==> src/rtl/seq_det_defs.sv <==
// Shared definitions for the "1011" serial pattern detector: state encodings,
// state width and the reference pattern.
package seq_det_defs;

    localparam int STATE_W = 3;

    typedef enum logic [STATE_W-1:0] {
        S_IDLE = 3'd0,
        S_1    = 3'd1,
        S_10   = 3'd2,
        S_101  = 3'd3,
        S_DET  = 3'd4
    } state_t;

    localparam logic [3:0] PATTERN = 4'b1011;

    // Encodings 5..7 are unreachable in normal operation; used for upset recovery.
    function automatic logic state_is_legal(input logic [STATE_W-1:0] s);
        return (s <= 3'd4);
    endfunction

endpackage

==> src/rtl/sat_counter.sv <==
// Saturating event counter with a sticky overflow flag; clr beats inc.
module sat_counter #(
    parameter int W = 8
) (
    input  logic         clk,
    input  logic         rst,
    input  logic         inc,
    input  logic         clr,
    output logic [W-1:0] cnt,
    output logic         ovf
);

    localparam logic [W-1:0] CNT_ONE = {{(W-1){1'b0}}, 1'b1};
    localparam logic [W-1:0] CNT_MAX = {W{1'b1}};

    logic [W-1:0] cnt_q;
    logic [W-1:0] cnt_d;
    logic         ovf_q;
    logic         ovf_d;

    // Next count and overflow: a hit at full scale only raises ovf.
    always_comb begin
        cnt_d = cnt_q;
        ovf_d = ovf_q;
        if (clr) begin
            cnt_d = {W{1'b0}};
            ovf_d = 1'b0;
        end else if (inc) begin
            if (cnt_q == CNT_MAX) begin
                ovf_d = 1'b1;
            end else begin
                cnt_d = cnt_q + CNT_ONE;
            end
        end else begin
            cnt_d = cnt_q;
            ovf_d = ovf_q;
        end
    end

    // Counter and flag registers.
    always_ff @(posedge clk or posedge rst) begin
        if (rst) begin
            cnt_q <= {W{1'b0}};
            ovf_q <= 1'b0;
        end else begin
            cnt_q <= cnt_d;
            ovf_q <= ovf_d;
        end
    end

    assign cnt = cnt_q;
    assign ovf = ovf_q;

endmodule

==> src/rtl/seq_det_1011.sv <==
// Moore detector for the serial pattern "1011" with optional overlap, a
// saturating hit counter and a sticky overflow flag.
module seq_det_1011
    import seq_det_defs::*;
#(
    parameter bit OVERLAP = 1'b1,
    parameter int CNT_W   = 8
) (
    input  logic             clk,
    input  logic             rst,
    input  logic             din,
    input  logic             en,
    input  logic             clr,
    output logic             det,
    output logic             detb,
    output logic [2:0]       state_o,
    output logic [CNT_W-1:0] count,
    output logic             ovf
);

    state_t state_q;
    state_t state_d;
    logic   det_q;
    logic   detb_q;
    logic   hit_s;

    // Next-state logic; illegal encodings fall back to idle even with en low.
    always_comb begin
        state_d = state_q;
        if (!state_is_legal(state_q)) begin
            state_d = S_IDLE;
        end else if (en) begin
            case (state_q)
                S_IDLE:  state_d = din ? S_1   : S_IDLE;
                S_1:     state_d = din ? S_1   : S_10;
                S_10:    state_d = din ? S_101 : S_IDLE;
                S_101:   state_d = din ? S_DET : S_10;
                S_DET:   state_d = din ? S_1   : (OVERLAP ? S_10 : S_IDLE);
                default: state_d = S_IDLE;
            endcase
        end else begin
            state_d = state_q;
        end
    end

    // Only a real entry into S_DET counts; parking there with en low does not.
    assign hit_s = en & (state_d == S_DET);

    // State register with det/detb registered from the same next state.
    always_ff @(posedge clk or posedge rst) begin
        if (rst) begin
            state_q <= S_IDLE;
            det_q   <= 1'b0;
            detb_q  <= 1'b1;
        end else begin
            state_q <= state_d;
            det_q   <= (state_d == S_DET);
            detb_q  <= (state_d != S_DET);
        end
    end

    sat_counter #(
        .W (CNT_W)
    ) u_cnt (
        .clk (clk),
        .rst (rst),
        .inc (hit_s),
        .clr (clr),
        .cnt (count),
        .ovf (ovf)
    );

    assign det     = det_q;
    assign detb    = detb_q;
    assign state_o = state_q;

endmodule

==> config.mk <==
export PLATFORM = sky130hd
export DESIGN_NAME = seq_det_1011
export DESIGN_NICKNAME = d
export VERILOG_FILES = /design/src/rtl/seq_det_defs.sv /design/src/rtl/sat_counter.sv /design/src/rtl/seq_det_1011.sv
export SDC_FILE = /design/constraint.sdc
export NUM_CORES = 1
export LEC_CHECK = 0
export CORE_MARGIN = 8
export CORE_UTILIZATION = 45
export DETAILED_ROUTE_END_ITERATION = 7
export GPL_TIMING_DRIVEN = 0
export HOLD_SLACK_MARGIN = 0.12
export PLACE_DENSITY = 0.83
export SETUP_SLACK_MARGIN = 0.5
export SLEW_MARGIN = 20
export SYNTH_ARGS = -nofsm -noshare
export SYNTH_HDL_FRONTEND = slang
export SYNTH_SLANG_ARGS = --single-unit
==> constraint.sdc <==
create_clock -name clk -period 2.78 [get_ports clk]
set_input_delay 0.417 -clock clk [delete_from_list [all_inputs] [get_ports clk]]
set_output_delay 0.417 -clock clk [all_outputs]
set_load 0.01 [all_outputs]
Word level (Yosys, flattened, before mapping)

Cells that the tools add are included.

Output and inout port bits: 14
Register bits after elaboration: 14
Input bits: 5

Bitwise operators: 1
$add $sub $neg: 1
Reduce and logical (&&, ||, !) cells: 6
Muxes and demuxes: 13
Equal/unequal tests: 8
Order comparisons: 1

Operators by type and width:

| kind                  | count |
|---|---|
| $mux W8               | 3 |
| $pmux W3 S4           | 1 |
| $mux W3               | 3 |
| $add A8 B1 Y8 const B | 1 |
| $eq A8 B8 Y1 const B  | 1 |
| $eq A3 B2 Y1 const B  | 2 |
| $eq A3 B3 Y1 const B  | 2 |
| $mux W1               | 4 |
| $mux W2               | 2 |
| $reduce_and A2 Y1     | 2 |
| $reduce_bool A2 Y1    | 2 |
| $eq A3 B1 Y1 const B  | 1 |
| $le A3 B3 Y1 const B  | 1 |
| $logic_not A3 Y1      | 1 |
| $ne A3 B3 Y1 const B  | 1 |
| $ne A2 B2 Y1 const B  | 1 |
| $reduce_or A2 Y1      | 1 |
| $and A1 B1 Y1         | 1 |

Longest topological paths before layout

Gate-level depths: netlist of the first run.

Depth after elaboration: 9
Gate-level depth with buffers: 5
Mapped depth without buffers: 5

Cells and area by module

A second synthesis of the first run with hierarchy kept.

Cell total of the unflattened synthesis: 75
Area total of the unflattened synthesis: 754.5 µm²

By module, submodules not included:

| module       | times used | area an instance (µm²) | cells each |
|---|---|---|---|
| sat_counter  | 1          | 486.7                  | 50 |
| seq_det_1011 | 1          | 267.8                  | 25 |

Least setup slack after synthesis of the first run

OpenSTA, ideal clock, no wires.

Kind: flip-flop to flip-flop
From: reg u_cnt.cnt_q[0] (netlist: u_cnt.cnt[0])
To: reg u_cnt.cnt_q[1] (netlist: u_cnt.cnt[1])
Slack: 1.310 ns
Period minus slack after synthesis: 1.470 ns
Path buffers: 0
Required time: 2.650 ns
Arrival time: 1.339 ns
Setup time: 0.130 ns
Stages on the path, launching flop included: 6
Cell sequence: dfrtp_1 -> ha_1 -> nand3_1 -> o211ai_1 -> mux2i_1 -> nor2_1

Cells in the longest elaborated chain, start to end: 4
Elaborated cells between the ends (all ways): 7
Those cells by class: add/sub: 1; eq/ne: 2; mux: 3; reduce/logical: 1

Ends and longest elaborated chain:

| item                     | RTL line          | text |
|---|---|---|
| start: declaration       | sat_counter.sv:16 | `logic [W-1:0] cnt_q;` |
| start signal: assignment | sat_counter.sv:43 | `cnt_q <= {W{1'b0}};` |
| start signal: assignment | sat_counter.sv:46 | `cnt_q <= cnt_d;` |
| $add A8 B1 Y8            | sat_counter.sv:32 | `cnt_d = cnt_q + CNT_ONE;` |
| $mux W8                  | sat_counter.sv:29 | `if (cnt_q == CNT_MAX) begin` |
| $mux W8                  | sat_counter.sv:28 | `end else if (inc) begin` |
| $mux W8                  | sat_counter.sv:25 | `if (clr) begin` |

Parallel ways exist; a longest one is shown, timed or not. The select of a mux whose other input is x is not followed.
A chain may end at the register's enable or synchronous reset.

Final worst setup path of the first run

From: reg detb_q (netlist: detb)
To: out detb

RTL lines:

| item                     | RTL line           | text |
|---|---|---|
| start: declaration       | seq_det_1011.sv:24 | `logic detb_q;` |
| start signal: assignment | seq_det_1011.sv:58 | `detb_q <= (state_d != S_DET);` |
| end: declaration         | seq_det_1011.sv:15 | `output logic detb,` |

No word-level cell between the ends.

==> results of run 1 <==
-- registers in the layout (all words and copies together) (netlist names) --
register / cells
state_o: 3
u_cnt.ovf: 1
detb: 1
u_cnt.cnt: 8
det: 1
-- stage by stage --
step / util [%] / power [mW]
floorplan: - / 0.3205
global placement: 60.18 / 0.3688
detailed placement: 60.18 / 0.3727
CTS: 61.90 / 0.4922
global route: 61.90 / 0.5194
finish: 61.90 / 0.4880
-- cells by family (layout without fill, tap and decap cells) --
| family | Yosys count | in the layout |
|---|---|---|
| mux | 1 | 1 |
| xor+xnor | 1 | 1 |
| fa+ha+maj | 1 | 1 |
| buf+inv | 12 | 32 |
| flops | 14 | 14 |
| compound gates | 19 | 19 |
| simple gates | 28 | 28 |
-- path summary, 6_finish.rpt --
check,to,slack (ns)
max,detb,1.06
min,u_cnt.cnt[5],0.46
max reg2reg,u_cnt.cnt[1],1.22
min reg2reg,u_cnt.ovf,0.51
max in group asynchronous,detb,1.94
min in group clk,det,0.48
-- final cells by class --
cell class | instances | area (µm²)
plain buffers | 3 | 13.76
clock buffers | 4 | 26.28
well taps | 16 | 20.02
fillers | 128 | 580.6
flip-flops and latches | 14 | 351.6
multi-input cells | 50 | 337.8
inverters | 9 | 33.78
repair buffers | 16 | 160.2
-- synth_stat cells (2+ instances only) --
master     n  area share, %
a211oi_1   2            2.0
a21oi_1    4            2.7
a311oi_1   2            2.4
a31oi_1    4            3.4
buf_2      2            1.4
dfrtp_1   13             44
inv_1      9            4.6
nand2b_1   3            2.5
nand3_1    2            1.4
nand4_1    2            1.7
nor2_1     9            4.6
nor3_1     4            2.7
o22ai_1    2            1.7
-- layer usage --
| metal | track usage (%) | vias up | wire, µm |
|---|---|---|---|
| met2 | 16.30 | 15 | 726 |
| met3 | 3.371 | 2 | 71 |
| met1 | 12.63 | 310 | 760 |
| li1 | - | 319 | - |
| met5 | 0 | - | 0 |
| met4 | 3.093 | 0 | 8 |
-- placed cells by master (no fill, tap or decap), drive strengths merged, types with 2 or more instances in the layout --
cell and instances:
inv 9, nand4b 2, nand2b 3, a31oi 4
o22ai 2, a211oi 2, dfrtp 13, nor2 9
nand3 2, clkdlybuf4s50 16, o21ai 2, a21oi 4
nand4 2, clkbuf 4, a311oi 2, buf 3
nor3 5
-- power groups by stage --
stage | sequential, mW | clock, mW | combinational, mW
after floorplan | 0.244 | 0 | 0.0764
after global placement | 0.238 | 0 | 0.131
after detailed placement | 0.238 | 0 | 0.135
after CTS | 0.234 | 0.123 | 0.136
after global routing | 0.237 | 0.133 | 0.150
final | 0.234 | 0.120 | 0.134
==> reports/qor.yml, run 1 <==
logic_synthesis:
  ys_seq_area_share_pct: 47.71
  ys.flop_type: "dfrtp_1"
  synthesis.nets: 82
  synth_edf_count: 0
  netlist_instances: 76
  synthMuxAreaShare_pct: 1.358
  synth_top_family_by_area: "simple AND/OR/NAND/NOR gates"
  synth_adder_area_share_pct: 1.698
  synth_compound_area_share_pct: 17.32
  yosysWarnings: 0
  synth_xor_area_share_pct: 1.188
  synth_area_per_cell_um2: 9.697
  netlist_area_um2: 737.0
  postSynth.asyncResetShare_pct: 100.0
  ys_ff_latch: 14
  synthSimpleGateAreaFrac_pct: 24.28
  ys_types: 31
cts:
  cts-buffers-inserted: 3
  cts_tree: "yes"
  ctsResizeCount: 0
  cts_buffer_depth: 2
  cts_root_buf: "clkbuf_4"
  post_cts_buffers: 0
  cts.sinks: 14
  ctsHoldBuffers: 0
  clkTransAtPathRegs_ns: 0.09
  clock_latency_ns: 0.28
  h-tree-depth: 1
drt:
  drc: 0
  route.vias.total: 646
  first_iter_violations: 27
  wl_per_cell_um: 13.98
  avgViaCountPerCell: 5.768
  totalWireLength_um: 1566
  ant_nets: 0
  dr.pass1.iters: 4
layout:
  nNetsFinal: 103
  fin_area_um2: 943.4
  num_antenna_cells: 0
  area_growth_pct: 28.01
  final_cells: 112
  drive_gt1_share_pct: 8.333
critical_path:
  cpMaxStageDelayCell: "dfstp_2"
  r2r_start: "u_cnt.cnt[1]"
  critPathKind: "reg2out"
  cp_max_fo: 1
  critical_path_cell_count: 1
  cp.required_ns: 2.36
  worstSetupStartpoint: "detb"
  max_stage_delay_ns: 0.52
  cp_data_arrival_time_ns: 1.30
  cp-start-kind: "flop"
  cp-end-kind: "primary output"
  critPathTopFamily: "flip-flops"
  path_buf_inv: 1
  crit_chain: "clkdlybuf4s50_1"
  worst-r2r-cell-count: 5
timing:
  slew_headroom_pct: 65.11
  fin_crit_sh_pct: 61.93
  maxSlewViolCount: 0
  whs_ns: 0.4575
  setup_violations: 0
  worst_pin_slew_ns: 0.5227
  min_period_ns: 1.722
  hold_violations: 0
  fmax_ghz: 0.5809
  grt_setup_unrepaired: "no"
  setup_slack_ns: 1.058
  tns_ns: 0
  finClkSkew_ns: 0.01809
floorplan:
  placementRows: 14
  io_pins: 19
  dieArea_mm2: 0.003189
  fp.dieH_um: 56.47
  initial_core_util_pct: 48.36
  core_mm2: 0.001524
  die_width_um: 56.47
global_routing:
  grt_pass1_wl_um: 2773
  grt_pass1_vias: 615
  grtUsageTotal_pct: 10.23
  antenna_found_initial: 0
  grt_max_degree: 15
  grt_remaining_overflow: 0
status:
  status: "completed"
power:
  intPower_mw: 0.3379
  vdd.ir_drop.worst_mv: 0.4484
  p_sw_mw: 0.1502
  swShare_pct: 30.77
  leakage_nw: 0.4004
  seqPwrFrac_pct: 48.0
  power_frac_comb_pct: 27.5
  p_clk_share_pct: 24.6
  p_per_area_mw_per_mm2: 517.3
placed_design:
  dpl_cell_area_um2: 917.1
  dp_hpwl_um: 1164
  portBuffers: 16
  dp_cells: 108
  place_congestion: 0.8371
  dp_slack_ns: 0.8475
min_path:
  min_path_type: "in2async"
job:
  maxCapViolations: 0
(Power assumes the default switching activity.)
==> run 2: changes to the inputs <==
==> constraint.sdc (replaced) <==
create_clock -name clk -period 1.65 [get_ports clk]
set_input_delay 0.2475 -clock clk [delete_from_list [all_inputs] [get_ports clk]]
set_output_delay 0.2475 -clock clk [all_outputs]
set_load 0.01 [all_outputs]
==> run 2 against run 1 <==
Against the previous run:
- cell count is 22% higher
- routed wire length is 46% higher
- count of clock-buffer cells in the layout stayed put
- sequential power is 70% higher
- clock power is 110% higher
- global-route usage is 3.1 points higher
- sequential share of layout area is 7.4 points lower
- critical path type is now reg2reg
- largest cell class is now multi-input combinational cells
==> reports/qor.yml, run 2 (synthesis results as in run 1) <==
critical_path:
  cp_data_arrival_time_ns: 1.58
  cp.required_ns: 1.80
  critPathKind: "reg2reg"
  cp-start-kind: "flop"
  cp_max_fo: 4
  cp-end-kind: "flop"
  worst-r2r-cell-count: 6
drt:
  totalWireLength_um: 2291
  dr_wl_met2_um: 1143
  top_layer: "met4"
  route.vias.total: 793
  dr.pass1.iters: 4
  ant_nets: 0
  drc: 0
  met3_length_um: 114
  first_iter_violations: 14
  wl_per_cell_um: 16.72
  avgViaCountPerCell: 5.788
  m1WireLength_um: 953
timing:
  min_period_ns: 1.429
  grt_setup_unrepaired: "yes"
  tns_ns: 0
  worst_pin_slew_ns: 0.5410
  slew_headroom_pct: 63.90
  fin_crit_sh_pct: 86.60
  maxSlewViolCount: 0
  hold_violations: 0
  fmax_ghz: 0.6998
  finClkSkew_ns: 0.004919
  whs_ns: 0.2920
  setup_violations: 0
cts:
  cts_root_buf: "clkbuf_4"
  cts_buffer_depth: 2
  clkTransAtPathRegs_ns: 0.09
  cts-buffers-inserted: 3
  ctsHoldBuffers: 0
  h-tree-depth: 1
  cts.sinks: 14
  clock_latency_ns: 0.29
  cts_tree: "yes"
floorplan:
  dieArea_mm2: 0.003189
  io_pins: 19
  placementRows: 14
  fp.dieH_um: 56.47
  die_width_um: 56.47
  core_mm2: 0.001524
  initial_core_util_pct: 48.36
global_routing:
  antenna_found_initial: 0
  grtUsageTotal_pct: 13.32
  grt_remaining_overflow: 0
  grt_pass1_wl_um: 3477
  grt_pass1_vias: 802
  grt_max_degree: 15
power:
  p_per_area_mw_per_mm2: 796.6
  finalPower_mw: 0.9588
  vdd.ir_drop.worst_mv: 0.8257
  leakage_nw: 0.5700
layout:
  mostFrequentLayoutCells: "19 x buf_4, 12 x buf_6, 9 x inv_1"
  num_antenna_cells: 0
  mostFrequentLayoutCell: "buf_4"
  area_growth_pct: 63.33
  utilization_pct: 78.98
  fin_area_mm2: 0.001204
  largest_register_ffs: 8
  drive_gt1_share_pct: 52.07
  nNetsFinal: 128
job:
  maxCapViolations: 0
placed_design:
  dpl_cell_area_um2: 962.2
  place_congestion: 0.8506
  dp_hpwl_um: 1246
  portBuffers: 16
status:
  status: "completed"
min_path:
  min_path_type: "in2async"
-- run 2: changes by cell type in the layout (fill, tap and decap cells not counted), sizes merged --
| cell | change |
|---|---|
| buf | +36 |
| clkbuf | +2 |
| clkdlybuf4s50 | -15 |
| dlygate4sd2 | +2 |
-- run 2: stage by stage --
step | instances | worst slack (ns)
after floorplan | 76 | 0.3365
after global placement | 108 | -0.06758
after detailed placement | 108 | -0.1058
after CTS | 132 | 0.2632
after global routing | 137 | 0.1550
final | 137 | 0.2210
-- run 2: power breakdown --
group | total, mW | leakage, nW | internal, mW | switching, mW
registers | 0.398 | 0.179 | 0.372 | 0.0263
logic | 0.307 | 0.370 | 0.144 | 0.163
clock network | 0.253 | 0.0210 | 0.134 | 0.119
total | 0.959 | 0.570 | 0.651 | 0.308
-- run 2: path summary, 6_finish.rpt --
| kind | from | end | slack, ns |
|---|---|---|---|
| min | rst | u_cnt.cnt[5] | 0.29 |
| min in group clk | en | det | 0.30 |
| max in group asynchronous | rst | u_cnt.cnt[3] | 0.96 |
| max reg2reg | state_o[2] | u_cnt.cnt[6] | 0.22 |
| max | state_o[2] | u_cnt.cnt[6] | 0.22 |
| min reg2reg | u_cnt.ovf | u_cnt.ovf | 0.50 |
-- run 2: repair_timing --
item / in CTS / in global routing
setup endpoints to repair: 25 / 24
setup buffers: 20 / 5
pin swaps: 8 / 10
cloned: 0 / 0
gates resized for setup: 59 / 14
-- run 2: critical path, cell delays in order, from the launching register on --
cell,delay (ns)
dfrtp_2,0.42
buf_6,0.12
nand4b_4,0.20
nor3_4,0.23
buf_4,0.15
buf_4,0.09
a311oi_1,0.08
-- run 2: per-layer routing --
layer / up-vias / track usage (%)
li1: 372 / -
met1: 390 / 14.17
met2: 22 / 23.04
met3: 9 / 2.247
met4: 0 / 9.278
met5: - / 0
-- run 2: cell type report --
cell class	instances	area (µm²)
inverter	9	33.78
clock buffer	4	36.28
sequential	14	359.1
fill	91	320.3
tap	16	20.02
buffer	3	20.02
timing repair buffer	41	334.1
multi-input combinational	50	400.4
==> run 3: changes to the inputs <==
--- a/config.mk
+++ b/config.mk
@@ -8,9 +8,10 @@
 export CORE_MARGIN = 8
 export CORE_UTILIZATION = 45
 export DETAILED_ROUTE_END_ITERATION = 7
+export DONT_BUFFER_PORTS = 1
 export GPL_TIMING_DRIVEN = 0
 export HOLD_SLACK_MARGIN = 0.12
-export PLACE_DENSITY = 0.83
+export PLACE_DENSITY = 0.68
 export SETUP_SLACK_MARGIN = 0.5
 export SLEW_MARGIN = 20
 export SYNTH_ARGS = -nofsm -noshare
==> run 3 against run 2 <==
Against the previous run:
- die area is the same
- cell count fell by 20%
- fmax rose by 0.25%
- sequential share of layout area grew 7.1 points
- register-to-register slack is essentially flat
- core utilization shrank 14 points
- critical path depth down 2
- combinational power is 32% lower
- count of clock-buffer cells in the layout did not move
- first-iteration DRC count increased by 21%
- global-route usage is 1.8 points lower
- critical endpoint is now u_cnt.cnt[1]
==> reports/qor.yml, run 3 (synthesis results as in run 1) <==
layout:
  nNetsFinal: 101
  area_growth_pct: 33.62
  regArea_um2: 364.1
  num_antenna_cells: 0
  largest_register_ffs: 8
  drive_gt1_share_pct: 43.62
  multi_input_area_um2: 399.1
  fillers: 128
  mostFrequentLayoutCells: "10 x buf_4, 10 x dfrtp_2, 8 x inv_1"
timing:
  maxSlewViolCount: 0
  min_period_ns: 1.425
  tns_ns: 0
  worst_pin_slew_ns: 0.5039
  setup_violations: 0
  hold_violations: 0
  grt_setup_unrepaired: "yes"
  fin_crit_sh_pct: 86.39
  finClkSkew_ns: 0.0006753
  whs_ns: 0.2412
  setup_slack_ns: 0.2245
  fmax_ghz: 0.7015
  slew_headroom_pct: 66.37
job:
  maxCapViolations: 0
cts:
  cts_buffer_depth: 2
  cts-buffers-inserted: 3
  cts_tree: "yes"
  cts_root_buf: "clkbuf_4"
  clock_latency_ns: 0.28
  h-tree-depth: 1
  clkTransAtPathRegs_ns: 0.08
  cts.sinks: 14
min_path:
  min_path_type: "in2reg"
power:
  power_frac_comb_pct: 23.9
  intPower_mw: 0.6062
  leakage_nw: 0.4017
  swShare_pct: 30.73
  seqPwrFrac_pct: 48.5
  p_sw_mw: 0.2689
  p_clk_share_pct: 27.7
  p_per_area_mw_per_mm2: 888.7
  vdd.ir_drop.worst_mv: 0.6027
floorplan:
  io_pins: 19
  core_mm2: 0.001524
  die_width_um: 56.47
  fp.dieH_um: 56.47
  placementRows: 14
  dieArea_mm2: 0.003189
  initial_core_util_pct: 48.36
placed_design:
  dp_hpwl_um: 1187
  portBuffers: 0
  dp_slack_ns: 0.1840
  place_congestion: 0.7907
critical_path:
  cp_data_arrival_time_ns: 1.58
  cp-end-kind: "flop"
  cp_max_fo: 7
  crit_chain: "nand4_1, o211ai_1, mux2i_1, nor2_1"
  cpMaxStageDelayCell: "dfrtp_2"
  critPathKind: "reg2reg"
  cp.required_ns: 1.81
  cp-start-kind: "flop"
  max_stage_delay_ns: 0.45
drt:
  drc: 0
  wl_per_cell_um: 16.62
  route.vias.total: 649
  avgViaCountPerCell: 5.900
  dr.pass1.iters: 4
  ant_nets: 0
  totalWireLength_um: 1828
  first_iter_violations: 17
global_routing:
  antenna_found_initial: 0
  grt_remaining_overflow: 0
  grt_pass1_wl_um: 3015
  grt_pass1_vias: 663
  grt_max_degree: 15
  grtUsageTotal_pct: 11.50
status:
  status: "completed"
==> run 3: cell types whose count changed in the layout (fill, tap and decap cells not counted), sizes merged <==
cell	previous run	this run
clkbuf	6	4
dlygate4sd2	2	0
dlygate4sd3	0	2
clkdlybuf4s50	1	0
buf	39	15
==> run 3: path summary, 6_finish.rpt <==
check	startpoint	to	slack, ns	cells after the start
worst min-delay path	din	state_o[1]	0.24	3
worst max register to register	u_cnt.cnt[4]	u_cnt.cnt[1]	0.22	4
max in group asynchronous	rst	u_cnt.cnt[2]	0.85	2
worst min register to register	u_cnt.ovf	u_cnt.ovf	0.58	2
min in group asynchronous	rst	det	0.43	2
worst max-delay path	u_cnt.cnt[4]	u_cnt.cnt[1]	0.22	4
==> run 3: metrics by stage <==
stage / utilization (%) / instances / area [µm²] / power [mW]
floorplan: - / 76 / 782.0 / 0.5579
global placement: 52.63 / 92 / 802.0 / 0.5841
detailed placement: 52.63 / 92 / 802.0 / 0.5906
CTS: 61.82 / 106 / 942.2 / 0.8779
global route: 64.61 / 110 / 984.7 / 0.9225
finish: 64.61 / 110 / 984.7 / 0.8751
==> run 3: cell type report <==
type,instances,area share [%]
Buffer,3,2.033
Clock buffer,4,3.685
Inverter,9,3.431
Multi-Input combinational cell,50,40.53
Sequential cell,14,36.98
Tap cell,16,2.033
Timing Repair Buffer,14,11.31
==> run 3: power by group through the flow <==
stage	clock network [mW]	registers, mW	logic [mW]
floorplan	0	0.415	0.143
global placement	0	0.424	0.160
detailed placement	0	0.424	0.167
CTS	0.252	0.422	0.204
global route	0.268	0.430	0.224
finish	0.242	0.424	0.209
==> run 3: routing by layer <==
metal  share of wire (%)  vias up  global-route usage [%]
li1                    -      322                       -
met1                  42      303                   12.35
met2                  50       22                   20.06
met3                 7.4        2                   5.393
met4                0.22        0                   2.062
met5                   0        -                       0
==> run 3: worst max-delay path: cells and delay by family (launching register included) <==
kind               cells  cell delay, ns
DFF                    1            0.45
muxes                  1            0.22
AOI/OAI and AO/OA      1            0.35
and+or+nand+nor        2            0.28
==> run 3: timing repair <==
item | CTS | global route
gates cloned | 1 | 0
setup buffers | 7 | 4
pin swaps | 17 | 8
endpoints found under the hold margin | 15 | 0
setup endpoints to repair | 12 | 13
hold buffers | 2 | 0
gates resized for setup | 9 | 5
